===== src/rtl/ram_arbiter.sv =====
// ram_arbiter: round-robin arbiter sharing one RAM port between two cores.
// One transaction per grant, with an IDLE cycle between grants.
module ram_arbiter #(
  parameter int CPUS = 2
) (
  input  logic                 CLK,
  input  logic                 RST,
  input  logic [CPUS-1:0]      iREN,
  input  logic [CPUS-1:0]      dREN,
  input  logic [CPUS-1:0]      dWEN,
  input  logic [CPUS-1:0][31:0] iaddr,
  input  logic [CPUS-1:0][31:0] daddr,
  input  logic [CPUS-1:0][31:0] dstore,
  output logic [CPUS-1:0]      iwait,
  output logic [CPUS-1:0]      dwait,
  output logic [CPUS-1:0][31:0] iload,
  output logic [CPUS-1:0][31:0] dload,
  output logic                 ramREN,
  output logic                 ramWEN,
  output logic [31:0]          ramaddr,
  output logic [31:0]          ramstore,
  input  logic [31:0]          ramload,
  input  logic [1:0]           ramstate
);

  localparam logic [1:0] ST_ACCESS = 2'd2;

  typedef enum logic {
    S_IDLE,
    S_SERVE
  } state_t;

  typedef enum logic [1:0] {
    K_I,
    K_DR,
    K_DW
  } kind_t;

  state_t state_q;
  kind_t  gkind_q;
  kind_t  gkind_d;
  logic   gcore_q;
  logic   gcore_d;
  logic   rr_q;

  logic   req_any;
  logic   rr_has;
  logic   g_req;
  logic   serve;
  logic   done;

  // Next grant: preferred core if it asks, else the other; read beats write beats fetch
  always_comb begin
    req_any = |(iREN | dREN | dWEN);
    rr_has  = iREN[rr_q] | dREN[rr_q] | dWEN[rr_q];
    gcore_d = rr_has ? rr_q : ~rr_q;
    gkind_d = K_I;
    priority case (1'b1)
      dREN[gcore_d]: gkind_d = K_DR;
      dWEN[gcore_d]: gkind_d = K_DW;
      default:       gkind_d = K_I;
    endcase
  end

  // Is the latched request still being held by its owner
  always_comb begin
    g_req = 1'b0;
    unique case (gkind_q)
      K_I:     g_req = iREN[gcore_q];
      K_DR:    g_req = dREN[gcore_q];
      K_DW:    g_req = dWEN[gcore_q];
      default: g_req = 1'b0;
    endcase
    serve = !RST && (state_q == S_SERVE) && g_req;
    done  = serve && (ramstate == ST_ACCESS);
  end

  // RAM side, driven only from the latched grant
  always_comb begin
    ramREN   = serve && (gkind_q != K_DW);
    ramWEN   = serve && (gkind_q == K_DW);
    ramaddr  = '0;
    ramstore = '0;
    if (serve) begin
      ramaddr = (gkind_q == K_I) ? iaddr[gcore_q] : daddr[gcore_q];
      if (gkind_q == K_DW) ramstore = dstore[gcore_q];
    end
  end

  // Core side: stall until completion, read data only on the completing cycle
  always_comb begin
    iwait = iREN;
    dwait = dREN | dWEN;
    iload = '0;
    dload = '0;
    if (done) begin
      if (gkind_q == K_I) begin
        iwait[gcore_q] = 1'b0;
        iload[gcore_q] = ramload;
      end else begin
        dwait[gcore_q] = 1'b0;
        if (gkind_q == K_DR) dload[gcore_q] = ramload;
      end
    end
  end

  // Grant FSM and round-robin pointer
  always_ff @(posedge CLK) begin
    if (RST) begin
      state_q <= S_IDLE;
      rr_q    <= 1'b0;
      gcore_q <= 1'b0;
      gkind_q <= K_I;
    end else begin
      unique case (state_q)
        S_IDLE: begin
          if (req_any) begin
            gcore_q <= gcore_d;
            gkind_q <= gkind_d;
            state_q <= S_SERVE;
          end
        end
        S_SERVE: begin
          if (!g_req) begin
            state_q <= S_IDLE;
          end else if (done) begin
            state_q <= S_IDLE;
            rr_q    <= ~gcore_q;
          end
        end
        default: state_q <= S_IDLE;
      endcase
    end
  end

endmodule


===== config.mk =====
export PLATFORM = sky130hd
export DESIGN_NAME = ram_arbiter
export DESIGN_NICKNAME = d
export VERILOG_FILES = /design/src/rtl/ram_arbiter.sv
export SDC_FILE = /design/constraint.sdc
export NUM_CORES = 1
export LEC_CHECK = 0
export CAP_MARGIN = 20
export CORE_AREA = 3 3 169 171
export CTS_CLUSTER_SIZE = 25
export DETAILED_ROUTE_END_ITERATION = 6
export DIE_AREA = 0 0 172 174
export HOLD_SLACK_MARGIN = 0.03
export SYNTH_ARGS = -nofsm -noshare
export SYNTH_HDL_FRONTEND = slang
export SYNTH_SLANG_ARGS = --single-unit

===== constraint.sdc =====
create_clock -name CLK -period 2.5 [get_ports CLK]
set_clock_uncertainty 0.15 [all_clocks]
set_input_delay 0.5 -clock CLK [delete_from_list [all_inputs] [get_ports CLK]]
set_output_delay 0.5 -clock CLK [all_outputs]
set_load 0.02 [all_outputs]

==> results.md <==
- Status: finished, violations left
- Failing checks: negative setup slack
- Worst EP required: 1850 ps
- Largest family of logic cells by synthesized area: simple AND/OR/NAND/NOR gates
- Die Span X: 172 µm
- Internal Power: 0.000969 W
- # port buffers: 431
- Reg clk slew, reported paths: 40 ps
- Syn nets: 574
- Net Sw Power: 0.000438 W
- Initial antenna violation count: 4
- Maximum clock insertion buffer count: 2
- CP max FO: 5
- CP max stage cell: dfxtp_4
- Clock power frac: 19.0%
- Period utilisation layout: 111%
- Final Hold Viols: 0
- CTS root buf: clkbuf_16
- Clk sinks: 5
- First-pass GRT wire length: 29,800 µm
- Register share of total power: 6.8%
- Synth area leader: and2_1
- Top_reg_cell synth: dfxtp_1
- Share of the yosys chip area belonging to registers: 3.70%
- Final nets: 1,053
- Crit path cell chain: mux2_4, a222oi_1, buf_4, nand3b_4, buf_6, buf_12, nor2b_1, buf_4
- Post-CTS Hold Buffers: 0
- CTS Buf Count: 3
- Initial Util: 10.0%
- # fillers: 2,837
- Top-area cell type share of the netlist area: 29.6%
- DR DRC count: 0
- Cell count after synthesis: 340
- Design Power: 0.00141 W
- Synth Register Bits: 5
- Non-filler cells, final: 1,160
- Synth Area in Compound Gates: 4.21%
- Initial drt markers: 145
- Cell variety after synth: 31
- Row cnt: 60
- Synth top area cells: and2_1 30%, mux4_2 27%, mux2i_1 12%, nor2b_1 8.6%, nor2_1 5.6%
- Largest net degree at the start of global routing: 34
- Max_slew headroom: 79.8%
- RSZ-0062 raised after global routing: yes
- PD cells: 165 mW/mm²
- First-pass DRT Iterations: 4
- Final WS setup: -274 ps
- CTS tree: built
- Switching Fraction: 31.1%
- Worst Hold Class: flip-flop to flip-flop
- GR Overflow Total: 0
- WP buf/inv: 4
- P&R area growth vs syn: 215%
- Post-Synth XOR/XNOR Area: 0%
- Maximum VDD drop: 0.000231 V
- Detail Route Antenna Nets: 0
- Worst stage delay on the critical path: 390 ps
- Clk Latency, worst-skew pair: 230 ps
- Synth warn: 0
- Startpoint types: flip-flop
- Tot GR Track Use: 13.1%
- H-tree depth: 1
- Fmax: 360 MHz
- Final setup fails: 125
- Post-synthesis adder-cell area fraction: 0%
- P_leak: 3.77 nW
- EDFF count, synth: 0
- Core box area: 0.0270 mm²
- Max cap viols: 0
- DPL Wire Length: 16,100 µm
- Hold WS: 380 ps
- Nature of the critical path endpoint: output pin
- Via count: 4,518
- Routed wire per std cell: 19.5 µm
- Post-synthesis mux area share: 39.9%
- Cell repeated most along the worst path: buf_4
- Combinational group share of total power: 74.2%
- Area share of and/or/nand/nor cells after synthesis: 47.0%
- Num ports: 432
- WL final: 22,600 µm
- Crit-path leading delay family: buffers and inverters
- Critical path type: flip-flop to output pin
- Die area: 0.0299 mm²
- Share of layout cells above drive strength 1: 45.7%
- Worst-margin pin slew: 295 ps
- Final slew viol count: 0
- Placed cells: 1,112
- Number of global-route vias before repair: 4,685
- Die Span Y: 174 µm
- Synthesized area: 0.00271 mm²
- Arr. time, crit path: 2120 ps
- Final worst path period need: 2770 ps
- Routability cong.: 0.801
- Post-synth ARST share: 0%
- Vias per inst: 3.89
- Mean area per synthesized cell: 7.96 µm²
## worst min-delay path, stage by stage (launching register included)
cell	delay, ps
dfxtp_2	340
nand2_1	60
o32ai_1	70
## kinds of logic after synthesis
family,Yosys count
muxes,67
and+or+nand+nor,220
buffers and inverters,32
AOI/OAI and AO/OA,16
DFF,5
## power by group through the flow
stage	registers, W	logic [W]	clock network [W]
6_report	0.0000962	0.00104	0.000267
5_1_grt	0.0000971	0.00111	0.000278
4_1_cts	0.0000958	0.00101	0.000271
3_5_place_dp	0.0000952	0.000925	0
3_3_place_gp	0.0000947	0.000922	0
2_1_floorplan	0.0000938	0.000330	0
## cell usage in the layout (no fill, tap or decap), types with 2 or more instances in the layout
cell type,Yosys,final
nor2b_1,37,23
dfxtp_1,5,3
mux2i_1,32,31
nor2_4,0,2
nor3_4,0,2
nor2b_4,0,7
buf_2,8,21
and2_1,128,55
or3_1,2,2
clkbuf_16,0,8
buf_12,0,19
nor3_1,4,2
nor2_1,40,37
buf_8,0,2
a21oi_1,5,5
dlygate4sd2_1,0,40
mux2_4,1,3
clkdlybuf4s15_1,0,3
buf_16,0,2
and2_4,0,73
nand2_1,4,3
mux4_2,32,32
inv_1,3,3
nor2b_2,0,7
clkbuf_2,0,27
clkdlybuf4s50_1,0,224
buf_6,0,112
o21ai_0,2,2
buf_4,3,48
## state kept, by name, summed over array words and instances (netlist names)
register and cells:
gcore_q 1, gkind_q 2, rr_q 1, state_q 1
## cells in the mapped netlist (2+ instances only)
library cell	instances
mux2i_1	32
buf_2	8
buf_4	3
a21oi_1	5
nand2_1	4
o21ai_0	2
clkbuf_1	18
or3_1	2
nor2b_1	37
inv_1	3
nor2_1	40
nor3_1	4
dfxtp_1	5
and2_1	128
mux4_2	32
and3_1	2
## stage by stage
stage	worst slack (ps)	TNS (ps)	area (µm²)	utilization, %
final	-274	-17270	8510	31.5
after global routing	-347	-28230	8510	31.5
after CTS	-454	-21290	8010	29.6
after detailed placement	-910	-148710	7670	28.4
after global placement	-851	-147730	7670	28.4
after floorplan	203	0	2710	-
## worst paths after layout
kind         slack, ps                    start  cells after the start                      end
max               -270     gcore_q$_SDFFE_PP0P_                      8              ramaddr[28]
min                380  gkind_q[1]$_SDFFE_PP0P_                      2  gkind_q[1]$_SDFFE_PP0P_
max reg2reg        350     gcore_q$_SDFFE_PP0P_                      8       state_q$_SDFF_PP0_
min reg2reg        380  gkind_q[1]$_SDFFE_PP0P_                      2  gkind_q[1]$_SDFFE_PP0P_
## metal layers
metal | GRT usage, % | wire length (µm)
met1 | 14.7 | 8210
met2 | 25.5 | 12200
met3 | 2.48 | 1990
met4 | 2.33 | 213
met5 | 0 | 27
## cell type report
cell class | count | area (µm²) | area share (%)
Timing Repair Buffer | 503 | 5070 | 59.6
Sequential cell | 5 | 105 | 1.23
Clock inverter | 1 | 5.00 | 0.0588
Clock buffer | 3 | 75.1 | 0.882
Tap cell | 341 | 427 | 5.01
Antenna cell | 1 | 2.50 | 0.0294
Multi-Input combinational cell | 303 | 2810 | 33.0
Inverter | 3 | 11.3 | 0.132
## repair_timing
action	CTS	global route
gates resized for setup	733	278
pin swaps	6	6
setup buffers	30	10
endpoints found under the setup margin	198	195
gates cloned	11	5
No activity file was read; power rests on OpenSTA's default activity.
